$ cat config.mk
export PLATFORM = sky130hd
export DESIGN_NAME = window_scheduler
export DESIGN_NICKNAME = d
export VERILOG_FILES = /design/src/rtl/window_scheduler.sv
export SDC_FILE = /design/constraint.sdc
export NUM_CORES = 1
export LEC_CHECK = 0
export CORE_ASPECT_RATIO = 0.7
export CORE_UTILIZATION = 54
export CTS_BUF_LIST = sky130_fd_sc_hd__clkbuf_8
export CTS_CLUSTER_SIZE = 28
export DETAILED_ROUTE_END_ITERATION = 8
export PLACE_DENSITY = 0.89
export SYNTH_ARGS = -nofsm -noshare
export SYNTH_HDL_FRONTEND = slang
export SYNTH_SLANG_ARGS = --single-unit
export TNS_END_PERCENT = 1
$ cat constraint.sdc
create_clock -name clk -period 2.7 [get_ports clk]
set_input_delay 0.81 -clock clk [delete_from_list [all_inputs] [get_ports clk]]
set_output_delay 0.81 -clock clk [all_outputs]
set_load 0.01 [all_outputs]
$ cat src/rtl/window_scheduler.sv
// window_scheduler: sequences the sliding-window pixel engine over one frame.
// Restarts the engine at the origin, paces per-window triggers against
// downstream readiness, tracks window coordinates and frames each burst.
module window_scheduler #(
  parameter int COLS = 86,
  parameter int ROWS = 107,
  parameter int TMO  = 16
) (
  input  logic        clk,
  input  logic        rst_n,
  input  logic        start,
  input  logic        abort,
  input  logic        out_ready,
  input  logic        win_write,
  output logic        eng_rst,
  output logic        req_out,
  output logic        pix_valid,
  output logic        pix_last,
  output logic [6:0]  win_x,
  output logic [6:0]  win_y,
  output logic [13:0] win_idx,
  output logic        busy,
  output logic        frame_done,
  output logic        timeout
);

  typedef enum logic [2:0] {
    IDLE, RESTART, WAIT_RDY, TRIG, GAP, ARMED, STREAM, ADV
  } state_t;

  localparam int          TW     = $clog2(TMO + 1);
  localparam logic [6:0]  X_LAST = 7'(COLS - 1);
  localparam logic [6:0]  Y_LAST = 7'(ROWS - 1);
  localparam logic [TW-1:0] T_LAST = TW'(TMO - 1);

  state_t        state;
  logic [TW-1:0] tmo_cnt;

  // Busy is a pure decode of the state register.
  assign busy = (state != IDLE);

  // The first pixel arrives while still ARMED, so ARMED passes it through too.
  assign pix_valid = win_write && ((state == ARMED) || (state == STREAM));

  // Frame sequencer: state, coordinates, timeout counter and registered strobes.
  always_ff @(posedge clk or negedge rst_n) begin
    if (!rst_n) begin
      state      <= IDLE;
      tmo_cnt    <= '0;
      eng_rst    <= 1'b0;
      req_out    <= 1'b0;
      pix_last   <= 1'b0;
      frame_done <= 1'b0;
      timeout    <= 1'b0;
      win_x      <= '0;
      win_y      <= '0;
      win_idx    <= '0;
    end else begin
      eng_rst    <= 1'b0;
      req_out    <= 1'b0;
      pix_last   <= 1'b0;
      frame_done <= 1'b0;
      if (abort) begin
        state <= IDLE;
      end else begin
        case (state)
          IDLE: begin
            if (start) begin
              state   <= RESTART;
              eng_rst <= 1'b1;
              win_x   <= '0;
              win_y   <= '0;
              win_idx <= '0;
              timeout <= 1'b0;
            end
          end
          RESTART: begin
            state   <= ARMED;
            tmo_cnt <= '0;
          end
          WAIT_RDY: begin
            if (out_ready) begin
              state   <= TRIG;
              req_out <= 1'b1;
            end
          end
          TRIG: state <= GAP;
          GAP: begin
            state   <= ARMED;
            tmo_cnt <= '0;
          end
          ARMED: begin
            if (win_write) begin
              state <= STREAM;
            end else if (tmo_cnt == T_LAST) begin
              state   <= IDLE;
              timeout <= 1'b1;
            end else begin
              tmo_cnt <= tmo_cnt + 1'b1;
            end
          end
          STREAM: begin
            if (!win_write) begin
              state    <= ADV;
              pix_last <= 1'b1;
            end
          end
          ADV: begin
            if ((win_x == X_LAST) && (win_y == Y_LAST)) begin
              state      <= IDLE;
              frame_done <= 1'b1;
            end else begin
              state   <= WAIT_RDY;
              win_idx <= win_idx + 14'd1;
              if (win_x == X_LAST) begin
                win_x <= '0;
                win_y <= win_y + 7'd1;
              end else begin
                win_x <= win_x + 7'd1;
              end
            end
          end
          default: state <= IDLE;
        endcase
      end
    end
  end

endmodule

### Yosys cells after proc, flatten, opt, wreduce, memory -nomap -nowiden

Cells that the tools add are included.

* output and inout bits: 35
* logic and storage cells: 86
* bits in registers: 41
* input port bits: 6

* reductions and logical operators: 14
* bitwise gates (word level): 1
* multiplexer cells: 37
* add/subtract/negate cells: 4
* eq/ne operators: 20

Operators by type and width (number)
* $mux W7: 5
* $mux W14: 2
* $pmux W14 S2: 1
* $pmux W7 S2: 2
* $pmux W3 S7: 1
* $mux W3: 6
* $mux W1: 15
* $add A14 B1 Y14 const B: 1
* $add A7 B1 Y7 const B: 2
* $eq A7 B7 Y1 const B: 2
* $eq A3 B3 Y1 const B: 4
* $reduce_and A4 Y1: 3
* $mux W5: 2
* $ne A2 B2 Y1 const B: 5
* $pmux W5 S2: 1
* $reduce_and A5 Y1: 2
* $ne A3 B3 Y1 const B: 3
* $eq A3 B2 Y1 const B: 2
* $reduce_bool A2 Y1: 3
* $add A5 B1 Y5 const B: 1
* $eq A5 B4 Y1 const B: 1
* $ne A4 B3 Y1 const B: 1
* $eq A3 B1 Y1 const B: 1
* $logic_not A3 Y1: 1
* other kinds (8): 9

### Depth between registers and ports, before layout

* word-level depth: 5
* gate-level depth with buffers: 10
* gate-level depth less buffers: 8

### Least setup slack after synthesis

Ideal clock, no wire load.

* path kind: input to register
* start point: input port abort
* end point: register win_idx[2]
* setup time: 74 ps
* path slack: 468 ps
* buffers on the path: 3
* stages: 9
* required time: 2626 ps
* data arrival time: 2158 ps
* cell sequence: buf_2 nor2_1 nand3_2 inv_2 buf_6 a21oi_4 buf_6 or3_2 a21oi_2

* cells in the longest elaborated chain, start to end: 2

RTL lines
* start, declared: RTL line 12 `input logic abort,`
* $not A1 Y1 (no line)
* $reduce_and A4 Y1 (no line)
* end signal, assigned: RTL line 114 `win_idx <= win_idx + 14'd1;`
* end, declared: RTL line 21 `output logic [13:0] win_idx,`

Every way passes these cells.
A chain may end at the register's enable or synchronous reset.

### Worst setup path after layout

* start point: input port win_write
* end point: output port pix_valid

* cells in the longest elaborated chain, start to end: 1

RTL lines
* start, declared: RTL line 14 `input logic win_write,`
* $logic_and A1 B1 Y1: RTL line 43 `assign pix_valid = win_write && ((state == ARMED) || (state == STREAM));`
* end, declared: RTL line 17 `output logic pix_valid,`

Every way passes these cells.

==> results.toml <==
[setup_path]
path_cells = "clkdlybuf4s50_1 > inv_1 > nor3_1 > dlygate4sd2_1"
cpMaxStageDelayCell = "clkdlybuf4s50_1"
crit_required_ns = 1.89
critPathLaunchType = "input pin"
end_kind = "output pin"
critPathMaxStageDelay_ns = 0.49
worstPathMaxFanout = 2
crit_type = "input pin to output pin"
crit_arrival_ns = 1.82

[layout]
final_cell_count_no_fill = 335
drive_gt1_share_pct = 12.6
nets = 297
diodes = 0
synthToLayoutAreaGrowth_pct = 25.7
final_util_pct = 74.7

[synthesis]
ys.warnings.count = 0
synth_nets = 249
ys_ff_latch = 41
ys.flop_type = "dfrtp_1"
yosysMostFrequentCell = "dfrtp_1"
yosysTopAreaCell = "dfrtp_1"
ys_seq_area_share_pct = 46.7
synth_edf_count = 0
synth_top_area_share_pct = 46.7
yosys-top-cells-count = "41 x dfrtp_1, 25 x nand2_1, 22 x o21ai_0"
yosysUniqueCellTypes = 43
syn_area_per_cell_um2 = 9.30
synthArstFlopShare_pct = 100
netlist_top_cells_area = "dfrtp_1 47%, o21ai_0 5.0%, a21oi_1 4.3%, nand2_1 4.3%, ha_1 4.0%"
syn_area_um2 = 2200
synth_cells = 236

[floorplan]
io_pins = 41
die_h_um = 55.4
start_util_pct = 59.5
core_area_um2 = 3690
dieArea_um2 = 4330
row_count = 18
die_w_um = 78.2

[clocking]
cts.hold.buffers_added = 0
ctsRootBufferMaster = "clkbuf_8"
cts_buffer_depth = 2
cts_buffers = 5
cts.reportedPaths.clkPinSlew_ns = 0.08
cts_max_level = 2
insertion_delay_ns = 0.29
cts_tree = "done"
cts.sinks = 41

[sta]
max_slew_margin_pct = 41.5
hold_viol_final = 0
whs_ns = 0.418
drv_slew = 0
rsz0062_at_grt = "no"
clock.fmax_mhz = 380
period_minus_slack_ns = 2.63
worst_pin_slew_ns = 0.873
setup_violations = 0
skew_ns = 0.00392
period_share_pct = 97.6
fin_ws_ns = 0.0651

[placement]
dpl.cell_count = 327
port_buffers = 40
gp_congestion = 0.921
place_ws_ns = -0.215
dp_hpwl_um = 3750

[job]
cap_violations = 0

[global_route]
antenna_found_initial = 0
grt_pass1_vias = 1870
use_met1_pct = 37.3
use_met3_pct = 5.45
grt_max_degree = 27
grt_pass1_wl_um = 8810
grt_use_met2_pct = 40.7
grt_usage_pct = 26.6
grt_remaining_overflow = 0
top_usage_layer = "met2"

[power]
p_leak_nw = 1.12
p_per_area_nw_per_um2 = 428
ir_drop_uv = 256

[route]
drt_iter0_drc = 211
drt_wl_total_um = 5390
drtAntennaViolNets = 0
drc = 0
vias = 2073
dr.pass1.iters = 5
wl_per_cell_um = 16.1
viasPerCell = 6.19

[outcome]
outcome = "completed"

[worst_hold_path]
worstHoldPathType = "input pin to async pin"
==> through the flow <==
step           area, µm²  setup TNS [ns]  power, mW
6_report            2760               0       1.18
5_1_grt             2760               0       1.23
4_1_cts             2760               0       1.18
3_5_place_dp        2660          -0.215      0.753
3_3_place_gp        2660          -0.173      0.750
2_1_floorplan       2200               0      0.706
==> state kept, by name, summed over array words and instances, names as in the netlist <==
name	flops
eng_rst	1
state	3
frame_done	1
pix_last	1
req_out	1
win_idx	14
win_x	7
win_y	7
timeout	1
tmo_cnt	5
==> logic make-up after synthesis <==
family	after synthesis	share of synthesized area (%)
AND/OR/NAND/NOR	100	25.0
AO/OA/AOI/OAI	63	17.6
flip-flops	41	46.7
buffers and inverters	22	5.36
adder cells (fa/ha/maj)	7	3.99
XOR/XNOR	2	0.798
multiplexers	1	0.513
==> layer usage <==
layer | vias up | wire, µm
met5 | - | 0
met4 | 0 | 80
met3 | 12 | 303
met2 | 66 | 2550
met1 | 1038 | 2450
li1 | 957 | -
==> worst paths after layout <==
check                      startpoint  depth (start not counted)  slack (ns)         to
min in group clk              timeout                          2        0.48    timeout
min                             rst_n                          1        0.42    eng_rst
max                         win_write                          4        0.07  pix_valid
min reg2reg                   timeout                          2        0.48    timeout
max in group asynchronous       rst_n                          2        1.61   win_x[4]
max reg2reg                  win_y[0]                          8        0.36   win_x[0]
==> cells in the final DEF (no fill, tap or decap), drive strengths merged <==
| cell type | count |
|---|---|
| a221oi | 1 |
| a31oi | 1 |
| inv | 13 |
| or2 | 1 |
| nand2b | 3 |
| o41ai | 2 |
| and2 | 1 |
| clkdlybuf4s50 | 38 |
| nand4b | 1 |
| clkbuf | 7 |
| and3 | 5 |
| o31ai | 8 |
| nand3 | 13 |
| o21ai | 24 |
| xnor2 | 2 |
| nand2 | 25 |
| a22oi | 1 |
| or4 | 7 |
| nor2 | 13 |
| nand4 | 5 |
| buf | 11 |
| nor4 | 4 |
| clkinv | 1 |
| a21oi | 22 |
| nor3 | 5 |
| ha | 7 |
| dfrtp | 41 |
| nand4bb | 1 |
| mux2 | 1 |
| o211ai | 3 |
| dlygate4sd2 | 1 |
| a21boi | 1 |
| or3 | 15 |
| nand3b | 1 |
==> report_power, final <==
part	switching (mW)	internal (mW)
Combinational	0.0674	0.0395
Sequential	0.0144	0.622
Clock	0.206	0.231
Total	0.288	0.892
==> worst max-delay path: cells and delay by family <==
| family | cells | cell delay [ns] |
|---|---|---|
| buffers and inverters | 3 | 0.85 |
| AND/OR/NAND/NOR | 1 | 0.16 |
==> area by class of cell <==
class                           count  area [µm²]
Clock buffer                        7        96.3
Multi-Input combinational cell    173        1050
Clock inverter                      1        5.00
Timing Repair Buffer               50         469
Fill cell                         284         933
Inverter                           13        48.8
Sequential cell                    41        1030
Tap cell                           50        62.6
==> timing repair <==
action	4_1_cts	5_1_grt
buffers inserted	0	0
resized for setup	1	0
setup endpoints to repair	1	0
(Power assumes the default switching activity.)
